<file path="config.mk">
export PLATFORM = sky130hd
export DESIGN_NAME = matmul_sequencer_flat
export DESIGN_NICKNAME = d
export VERILOG_FILES = /design/src/rtl/matmul_sequencer_if.sv /design/src/rtl/matmul_sequencer.sv /design/src/flat_wrapper.sv
export SDC_FILE = /design/constraint.sdc
export NUM_CORES = 1
export LEC_CHECK = 0
export CORE_MARGIN = 1.5
export CORE_UTILIZATION = 59
export CTS_BUF_LIST = sky130_fd_sc_hd__clkbuf_8
export DETAILED_ROUTE_END_ITERATION = 10
export GPL_ROUTABILITY_DRIVEN = 0
export GPL_TIMING_DRIVEN = 0
export PLACE_DENSITY_LB_ADDON = 0.12
export SLEW_MARGIN = 20
export SYNTH_ARGS = -nofsm -noshare
export SYNTH_HDL_FRONTEND = slang
export SYNTH_SLANG_ARGS = --single-unit
</file>
<file path="constraint.sdc">
create_clock -name clk -period 5.1 [get_ports clk]
set_input_delay 1.02 -clock clk [delete_from_list [all_inputs] [get_ports clk]]
set_output_delay 1.02 -clock clk [all_outputs]
set_load 0.02 [all_outputs]
</file>
<file path="src/rtl/matmul_sequencer_if.sv">
// matmul_sequencer_if: groups the control handshake and the A/B/C buffer
// ports of the matrix-multiply sequencer.
//   mult_start/matrix_size : start level and N from control_unit
//   rd_en/a_addr/b_addr    : operand buffer read request
//   a_data/b_data          : operand read data, one cycle after rd_en
//   c_we/c_addr/c_data     : result buffer write
//   busy/mult_done/size_err: status back to control_unit
// slave is the sequencer's view; master is the environment's view.
interface matmul_sequencer_if #(
  parameter int DATA_W = 8,
  parameter int ACC_W  = 20,
  parameter int ADDR_W = 6
) ();
  logic              mult_start;
  logic [3:0]        matrix_size;
  logic              rd_en;
  logic [ADDR_W-1:0] a_addr;
  logic [ADDR_W-1:0] b_addr;
  logic [DATA_W-1:0] a_data;
  logic [DATA_W-1:0] b_data;
  logic              c_we;
  logic [ADDR_W-1:0] c_addr;
  logic [ACC_W-1:0]  c_data;
  logic              busy;
  logic              mult_done;
  logic              size_err;

  modport slave (
    input  mult_start, matrix_size, a_data, b_data,
    output rd_en, a_addr, b_addr, c_we, c_addr, c_data, busy, mult_done, size_err
  );

  modport master (
    output mult_start, matrix_size, a_data, b_data,
    input  rd_en, a_addr, b_addr, c_we, c_addr, c_data, busy, mult_done, size_err
  );
endinterface

</file>
<file path="src/rtl/matmul_sequencer.sv">
// matmul_sequencer: computes C = A x B for N x N unsigned matrices held in
// row-major operand buffers, one C element at a time (N reads, one drain
// cycle for the last read's data, one write), then pulses mult_done.
// Ports:
//   clk  : clock, rising edge
//   rst  : asynchronous active-low reset
//   bus  : matmul_sequencer_if.slave (start/size in, buffer read/write, status out)
module matmul_sequencer #(
  parameter int DATA_W = 8,
  parameter int ACC_W  = 20,
  parameter int MAX_N  = 8,
  parameter int ADDR_W = 6
) (
  input  logic              clk,
  input  logic              rst,
  matmul_sequencer_if.slave bus
);

  localparam int CW = 4;  // counter width follows matrix_size

  typedef enum logic [2:0] {S_IDLE, S_RD, S_DRAIN, S_WR, S_DONE} state_e;

  state_e              state_q, state_d;
  logic [CW-1:0]       n_q, n_d, i_q, i_d, j_q, j_d, k_q, k_d;
  logic [ACC_W-1:0]    acc_q, acc_d;
  logic                rd_valid_q;
  logic                armed_q, armed_d;
  logic                size_err_q, size_err_d;
  logic [2*DATA_W-1:0] prod;
  logic [CW-1:0]       last;
  logic                accept, size_bad;

  assign prod     = (2*DATA_W)'(bus.a_data) * (2*DATA_W)'(bus.b_data);
  assign last     = n_q - CW'(1);
  assign accept   = (state_q == S_IDLE) && bus.mult_start && armed_q;
  assign size_bad = (bus.matrix_size == '0) || (bus.matrix_size > CW'(MAX_N));

  always_comb begin
    state_d    = state_q;
    n_d        = n_q;
    i_d        = i_q;
    j_d        = j_q;
    k_d        = k_q;
    size_err_d = size_err_q;
    // Re-arm only once the start level has been seen low, so a level held
    // past mult_done cannot launch a second run.
    armed_d    = bus.mult_start ? armed_q : 1'b1;
    // Read data lands one cycle after rd_en; accumulate whenever it is valid.
    acc_d      = rd_valid_q ? acc_q + ACC_W'(prod) : acc_q;
    unique case (state_q)
      S_IDLE: begin
        if (accept) begin
          armed_d = 1'b0;
          n_d     = bus.matrix_size;
          if (size_bad) begin
            size_err_d = 1'b1;
            state_d    = S_DONE;
          end else begin
            size_err_d = 1'b0;
            i_d        = '0;
            j_d        = '0;
            k_d        = '0;
            acc_d      = '0;
            state_d    = S_RD;
          end
        end
      end
      S_RD: begin
        if (k_q == last) begin
          k_d     = '0;
          state_d = S_DRAIN;
        end else begin
          k_d = k_q + CW'(1);
        end
      end
      S_DRAIN: state_d = S_WR;
      S_WR: begin
        acc_d = '0;
        if (j_q == last) begin
          j_d = '0;
          i_d = i_q + CW'(1);
        end else begin
          j_d = j_q + CW'(1);
        end
        state_d = (i_q == last && j_q == last) ? S_DONE : S_RD;
      end
      S_DONE:  state_d = S_IDLE;
      default: state_d = S_IDLE;
    endcase
  end

  always_ff @(posedge clk or negedge rst) begin
    if (!rst) begin
      state_q    <= S_IDLE;
      n_q        <= '0;
      i_q        <= '0;
      j_q        <= '0;
      k_q        <= '0;
      acc_q      <= '0;
      rd_valid_q <= 1'b0;
      armed_q    <= 1'b1;
      size_err_q <= 1'b0;
    end else begin
      state_q    <= state_d;
      n_q        <= n_d;
      i_q        <= i_d;
      j_q        <= j_d;
      k_q        <= k_d;
      acc_q      <= acc_d;
      rd_valid_q <= (state_q == S_RD);
      armed_q    <= armed_d;
      size_err_q <= size_err_d;
    end
  end

  // All outputs decode registered state only; nothing flows from inputs.
  assign bus.rd_en     = (state_q == S_RD);
  assign bus.c_we      = (state_q == S_WR);
  assign bus.mult_done = (state_q == S_DONE);
  assign bus.busy      = (state_q != S_IDLE);
  assign bus.size_err  = size_err_q;
  assign bus.a_addr    = ADDR_W'(i_q) * ADDR_W'(n_q) + ADDR_W'(k_q);
  assign bus.b_addr    = ADDR_W'(k_q) * ADDR_W'(n_q) + ADDR_W'(j_q);
  assign bus.c_addr    = ADDR_W'(i_q) * ADDR_W'(n_q) + ADDR_W'(j_q);
  assign bus.c_data    = acc_q;

endmodule
</file>
<file path="src/flat_wrapper.sv">
// flat-port wrapper written by rule: the top's interface ports become plain ports
module matmul_sequencer_flat 
#(
  parameter int DATA_W = 8,
  parameter int ACC_W  = 20,
  parameter int MAX_N  = 8,
  parameter int ADDR_W = 6
)
  (clk, rst, bus_mult_start, bus_matrix_size, bus_a_data, bus_b_data, bus_rd_en, bus_a_addr, bus_b_addr, bus_c_we, bus_c_addr, bus_c_data, bus_busy, bus_mult_done, bus_size_err);
  matmul_sequencer_if #(.DATA_W(DATA_W), .ACC_W(ACC_W), .ADDR_W(ADDR_W)) bus_i ();
  input  logic clk;
  input  logic rst;
  input wire logic [$bits(bus_i.mult_start)-1:0] bus_mult_start;
  input wire logic [$bits(bus_i.matrix_size)-1:0] bus_matrix_size;
  input wire logic [$bits(bus_i.a_data)-1:0] bus_a_data;
  input wire logic [$bits(bus_i.b_data)-1:0] bus_b_data;
  output wire logic [$bits(bus_i.rd_en)-1:0] bus_rd_en;
  output wire logic [$bits(bus_i.a_addr)-1:0] bus_a_addr;
  output wire logic [$bits(bus_i.b_addr)-1:0] bus_b_addr;
  output wire logic [$bits(bus_i.c_we)-1:0] bus_c_we;
  output wire logic [$bits(bus_i.c_addr)-1:0] bus_c_addr;
  output wire logic [$bits(bus_i.c_data)-1:0] bus_c_data;
  output wire logic [$bits(bus_i.busy)-1:0] bus_busy;
  output wire logic [$bits(bus_i.mult_done)-1:0] bus_mult_done;
  output wire logic [$bits(bus_i.size_err)-1:0] bus_size_err;
  assign bus_i.mult_start = bus_mult_start;
  assign bus_i.matrix_size = bus_matrix_size;
  assign bus_i.a_data = bus_a_data;
  assign bus_i.b_data = bus_b_data;
  assign bus_rd_en = bus_i.rd_en;
  assign bus_a_addr = bus_i.a_addr;
  assign bus_b_addr = bus_i.b_addr;
  assign bus_c_we = bus_i.c_we;
  assign bus_c_addr = bus_i.c_addr;
  assign bus_c_data = bus_i.c_data;
  assign bus_busy = bus_i.busy;
  assign bus_mult_done = bus_i.mult_done;
  assign bus_size_err = bus_i.size_err;
  matmul_sequencer #(.DATA_W(DATA_W), .ACC_W(ACC_W), .MAX_N(MAX_N), .ADDR_W(ADDR_W)) u_core (.clk(clk), .rst(rst), .bus(bus_i));
endmodule
</file>
==> metrics.txt <==
status finished, final reports clean; CP max-delay cell fa_1; Clock Skews 0.00429 ns; reg-to-reg endpoint u_core.bus.c_data[18]$_DFF_PN0_; Worst path depth 16; placed wire-length estimate 10000 um; I/O pin cnt 66; Crit. End Element register; ys flop type dfrtp_1; Final WS setup 0.170 ns; MaxCap Viol Count 0; Routed Wire Length 12100 um; count leader, synth inv_1; post-route ant nets 0; # nets final 883; Worst R2R Path Depth 16; crit path DAT 5.16 ns; Vias/cell 5.25; Post-synth top cells inv_1, ha_1, nand2_1, fa_1, and2_1; final instance area 0.00673 mm^2; crit-path cells clkbuf_2 > and2_1 > fa_1 > fa_1 > inv_1 > fa_1 > fa_1 > inv_1 > ha_1 > o21ai_0 > nor2_2 > o21ai_4 > o31ai_4 > a21oi_1 > or3_1 > a21oi_1; Die Span X 102 um; fmax 0.203 GHz; first-pass GRT wire length 20300 um; Syn Area/Cell 8.82 um^2; endpoints failing hold 0; RSZ-0062 raised after global routing yes; via count 4493; core area 0.00937 mm^2; Seq/Total Area, Yosys 0.182; CTS buffer count 5; Worst Hold Endpoint u_core.armed_q$_DFF_PN1_; number of DRC markers in iteration 0 139; Slew @ Worst Pin 0.661 ns; area growth from synthesis to layout 16.5%; # port buffers 62; TritonCTS clock tree yes; Area contributors post-synth fa_1, dfrtp_1, ha_1; Slew Viols, Final 0; Final setup viols 0; hold crit path type register to register; element type at the critical path start input pin; CP bufs+invs 3; CTS root buffer clkbuf_8; CP top delay family adder cells; r2r setup slk 0.70 ns; vias in the first global route 4440; most frequent CP cell fa_1; clock transition at the registers of the reported paths 0.08 ns; critical path class input pin to register; Final Cycle Share 0.967; WL/cell 14.2 um; number of detailed-route iterations in the first pass 4; largest net degree at the start of global routing 32; # clock sinks 42; Hold Crit Depth 2; top cell type's share of synthesized area 0.215; Yosys cell types 46; total gr overflow 0; Post-Place Setup Slack -0.772 ns; gr usage total 0.248; Yosys warnings 0; clk_lat worst skew 0.30 ns; FF+latch count, synth 42; Slew headroom 0.558; fin crit period 4.93 ns; share of cells above drive strength 1 0.0702; CP max stage delay 0.56 ns; row cnt 35; Fin Setup TNS 0 ns; CP Max Fanout 8; worst ir drop on vdd 0.460 mV; Initial Utilization 0.616; HP Start u_core.armed_q$_DFF_PN1_; Cells after Synth 655; Worst Path Required 5.33 ns; Synth area leader fa_1; DRC errors left 0; Pleak 3.48 nW; H-tree level count 2; die area 0.0104 mm^2; Die Height 102 um; initial antenna violation count 0; Synth Cell Area 0.00577 mm^2; placed cell area 0.00657 mm^2; Pwr per Cell Area 529 mW/mm^2; crit path from bus_a_data[1]; antenna diode count 0; clk buf depth 2; worst r2r src u_core.bus.c_data[6]$_DFF_PN0_; share of flip-flops with an asynchronous set or reset 1.00; Syn Nets 813; number of synthesized flops with an enable pin 0
## repair_timing
item,4_1_cts,5_1_grt
hold buffers,0,0
pin swaps,3,2
setup buffers,2,0
gates resized for setup,34,38
endpoints found under the setup margin,12,10
## through the flow
step | power, mW | utilization | instances | hold WS, ns
2_1_floorplan | 2.36 | - | 655 | 0.436
5_1_grt | 3.96 | 0.718 | 855 | 0.503
4_1_cts | 3.47 | 0.721 | 855 | 0.476
3_5_place_dp | 2.91 | 0.701 | 847 | 0.463
6_report | 3.56 | 0.718 | 855 | 0.470
3_3_place_gp | 2.82 | 0.700 | 846 | 0.446
## worst reg2reg max path: cells and delay by family, from the launching register on
kind            cells  cell delay (ns)
compound gates      5             0.78
fa+ha+maj           5             2.39
buf+inv             4             0.23
flops               1             0.39
simple gates        2             0.54
## worst max path at each step
stage / to / slack, ns
floorplan: u_core.bus.c_data[18]$_DFF_PN0_ / 0.04
global placement: u_core.bus.c_data[16]$_DFF_PN0_ / -0.72
detailed placement: u_core.bus.c_data[18]$_DFF_PN0_ / -0.77
CTS: bus_c_addr[5] / 0.003
global route: u_core.bus.c_data[19]$_DFF_PN0_ / -0.02
finish: u_core.bus.c_data[18]$_DFF_PN0_ / 0.17
## flip-flops by register name, indices dropped and copies added, names as in the netlist
| signal | flops |
|---|---|
| u_core.state_q | 3 |
| u_core.bus.size_err | 1 |
| u_core.k_q | 4 |
| u_core.rd_valid_q | 1 |
| u_core.i_q | 4 |
| u_core.bus.c_data | 20 |
| u_core.n_q | 4 |
| u_core.j_q | 4 |
| u_core.armed_q | 1 |
## routing by layer
metal  track usage  vias to the layer above  part of all wire
met2         0.421                       80              0.49
li1              -                     2196                 -
met4        0.0379                        0            0.0086
met1         0.353                     2203              0.47
met5             0                        -                 0
met3        0.0260                       14             0.029
## cells by family after synthesis
| family | after synthesis | share of synthesized area |
|---|---|---|
| AOI/OAI and AO/OA | 80 | 0.0823 |
| xor gates and xnor gates | 48 | 0.0774 |
| adders and majority gates | 135 | 0.373 |
| buffers and inverters | 140 | 0.0936 |
| DFF | 42 | 0.182 |
| muxes | 14 | 0.0247 |
| and+or+nand+nor | 196 | 0.167 |
## report_power, final
part / total (mW) / leakage (nW) / switching [mW] / internal, mW
clock network: 0.317 / 0.0683 / 0.121 / 0.196
registers: 0.482 / 0.505 / 0.0594 / 0.423
logic: 2.76 / 2.91 / 1.55 / 1.21
total: 3.56 / 3.48 / 1.73 / 1.83
## cells in the final DEF (no fill, tap or decap), types with 18 or more instances in the layout
cell	n
xor2_1	18
fa_1	62
nor2_1	36
clkdlybuf4s50_1	45
nand2_1	71
ha_1	71
and2_1	46
dfrtp_1	39
inv_1	124
a21oi_1	25
o21ai_0	20
xnor2_1	28
## final cells by class
type | instances | area [um^2]
Buffer | 14 | 71.3
Clock buffer | 5 | 68.8
Clock inverter | 3 | 68.8
Fill cell | 776 | 2640
Inverter | 124 | 465
Multi-Input combinational cell | 473 | 4250
Sequential cell | 42 | 1050
Tap cell | 129 | 161
Timing Repair Buffer | 65 | 589
Note: power is estimated with default switching activity, not from simulation.
==> variant, RTL diff (same settings) <==
`DATA_W` is set to 8 in 3 places; all go to 10.
--- a/src/rtl/matmul_sequencer_if.sv
+++ b/src/rtl/matmul_sequencer_if.sv
@@ -9,3 +9,3 @@
 interface matmul_sequencer_if #(
-  parameter int DATA_W = 8,
+  parameter int DATA_W = 10,
   parameter int ACC_W  = 20,
--- a/src/rtl/matmul_sequencer.sv
+++ b/src/rtl/matmul_sequencer.sv
@@ -8,3 +8,3 @@
 module matmul_sequencer #(
-  parameter int DATA_W = 8,
+  parameter int DATA_W = 10,
   parameter int ACC_W  = 20,
--- a/src/flat_wrapper.sv
+++ b/src/flat_wrapper.sv
@@ -3,3 +3,3 @@
 #(
-  parameter int DATA_W = 8,
+  parameter int DATA_W = 10,
   parameter int ACC_W  = 20,
Interface: changed (resized bus_a_data and bus_b_data); port bits go from 66 to 70. No check against the original RTL was run, so the function may have changed too.
==> variant against the unedited design <==
  * The flow now finishes with violations (negative setup slack)
  * Register-to-register slack gained 0.51 ns
  * Power decreased by 13%
  * Routed wire length up 36%
  * Count of clock-buffer cells in the layout grew 1
  * Design area rose by 28%
  * Sequential cell count did not move
  * Die area grew 23%
  * Setup slack worse by 0.38 ns
  * Sequential power is 25% lower
  * Area after synthesis is 24% higher
==> variant: results (changes against the unedited design) <==
Worst setup path
  • CP max FO: 6 (-2)
  • Reg2reg start: u_core.bus.c_data[7]
  • Crit path from: bus_b_data[5]

Yosys
  • Syn Area/Cell: 8.92 um2 (+1.2%)
  • Post-Synth Adder-Cell Area: 0.408 (+0.0353)
  • Synth cell count leaders: inv_1 (158), nand2_1 (97), fa_1 (93)
  • Synth area leaders: fa_1 (26%), ha_1 (15%), dfrtp_1 (14%)
  • Synth cell types: 65 (+41%)
  • Sequential cell area fraction in the yosys report: 0.147 (-0.0353)
  • Xor/xnor cell area share of the yosys netlist: 0.0615 (-0.0159)

Timing
  • # setup viols final: 7 (+7)
  • Worst clock skew: 0.0130 ns (+0.00872 ns)
  • Final worst slack: -0.210 ns (-0.379 ns)

Detailed routing
  • Vias per cell: 5.56 (+5.7%)
  • Total Wirelength: 16,400 um (+36%)
  • Drt initial violations: 223 (+60%)
  • DR pass1 iterations: 5 (+1)

Outcome
  • Failing checks: negative setup slack
  • Status: complete, but fails checks

Cells and area
  • Filler Cells Inserted: 919 (+18%)
  • Synth-to-Final Area Change: 20.1%
  • Post-route insts no fill: 1,028 (+20%)
  • # nets final: 1,085 (+23%)
  • Share of layout cells above drive strength 1: 0.156 (+0.0853)

Power
  • Switch share: 0.466 (-0.0210)
  • Max VDD drop: 0.435 mV (-5.4%)
  • P_leak: 0.00448 uW (+29%)
  • P_seq: 362 uW (-25%)
  • Clock group: 222 uW (-30%)

Place
  • Placed cell areas: 8200 um2 (+25%)
  • Pre-CTS setup slack: -1.04 ns (-0.267 ns)

Global routing
  • Total GRT Usage: 0.269 (+0.0214)
  • Largest net degree at the start of global routing: 30 (-6.3%)
  • Number of global-route vias before repair: 5,992 (+35%)
  • First-pass GRT wire length: 28,100 um (+38%)
variant: cell count changes after synthesis, moves of 7 or more:
cell and change:
nor3_1 +7, nor2_1 -9, nand2_1 +26, inv_1 +34, ha_1 +12, fa_1 +31, and2_1 +16, clkbuf_1 +9
variant: repair_timing:
item | 4_1_cts | 5_1_grt
pin swaps | 18 | 25
resized for setup | 51 | 29
setup buffers | 8 | 7
hold buffers | 0 | 0
endpoints found under the setup margin | 15 | 13
cloned | 0 | 1
variant: worst max-delay path, stage by stage:
cell	delay, ns
buf_12	0.11
and2_4	0.16
fa_2	0.56
inv_2	0.04
fa_1	0.52
inv_2	0.04
fa_2	0.44
fa_1	0.51
inv_2	0.04
fa_1	0.52
inv_2	0.05
ha_4	0.28
and3_4	0.18
nor4b_4	0.35
o21bai_2	0.18
a31oi_2	0.19
xor2_1	0.17
mux2i_1	0.09
nor2_1	0.09
variant: layer usage:
layer	GRT usage	part of all wire	vias to the layer above
li1	-	-	2674
met1	0.372	0.44	2852
met2	0.465	0.50	154
met3	0.0284	0.041	31
met4	0.0508	0.017	0
met5	0	0	-
variant: worst paths after layout:
kind	endpoint	slack (ns)	cells after the start
min in group asynchronous	u_core.bus.c_data[13]	0.63	1
worst max-delay path	u_core.bus.c_data[14]	-0.21	19
worst max register to register	u_core.bus.c_data[17]	1.21	15
max in group asynchronous	u_core.armed_q	3.91	2
worst min-delay path	u_core.armed_q	0.46	2
worst min register to register	u_core.armed_q	0.46	2
variant: area by class of cell:
cell class | instances | area share
Buffer | 27 | 0.0380
Clock buffer | 6 | 0.00960
Clock inverter | 2 | 0.000873
Inverter | 160 | 0.0698
Multi-Input combinational cell | 572 | 0.659
Sequential cell | 42 | 0.123
Tap cell | 147 | 0.0214
Timing Repair Buffer | 72 | 0.0783
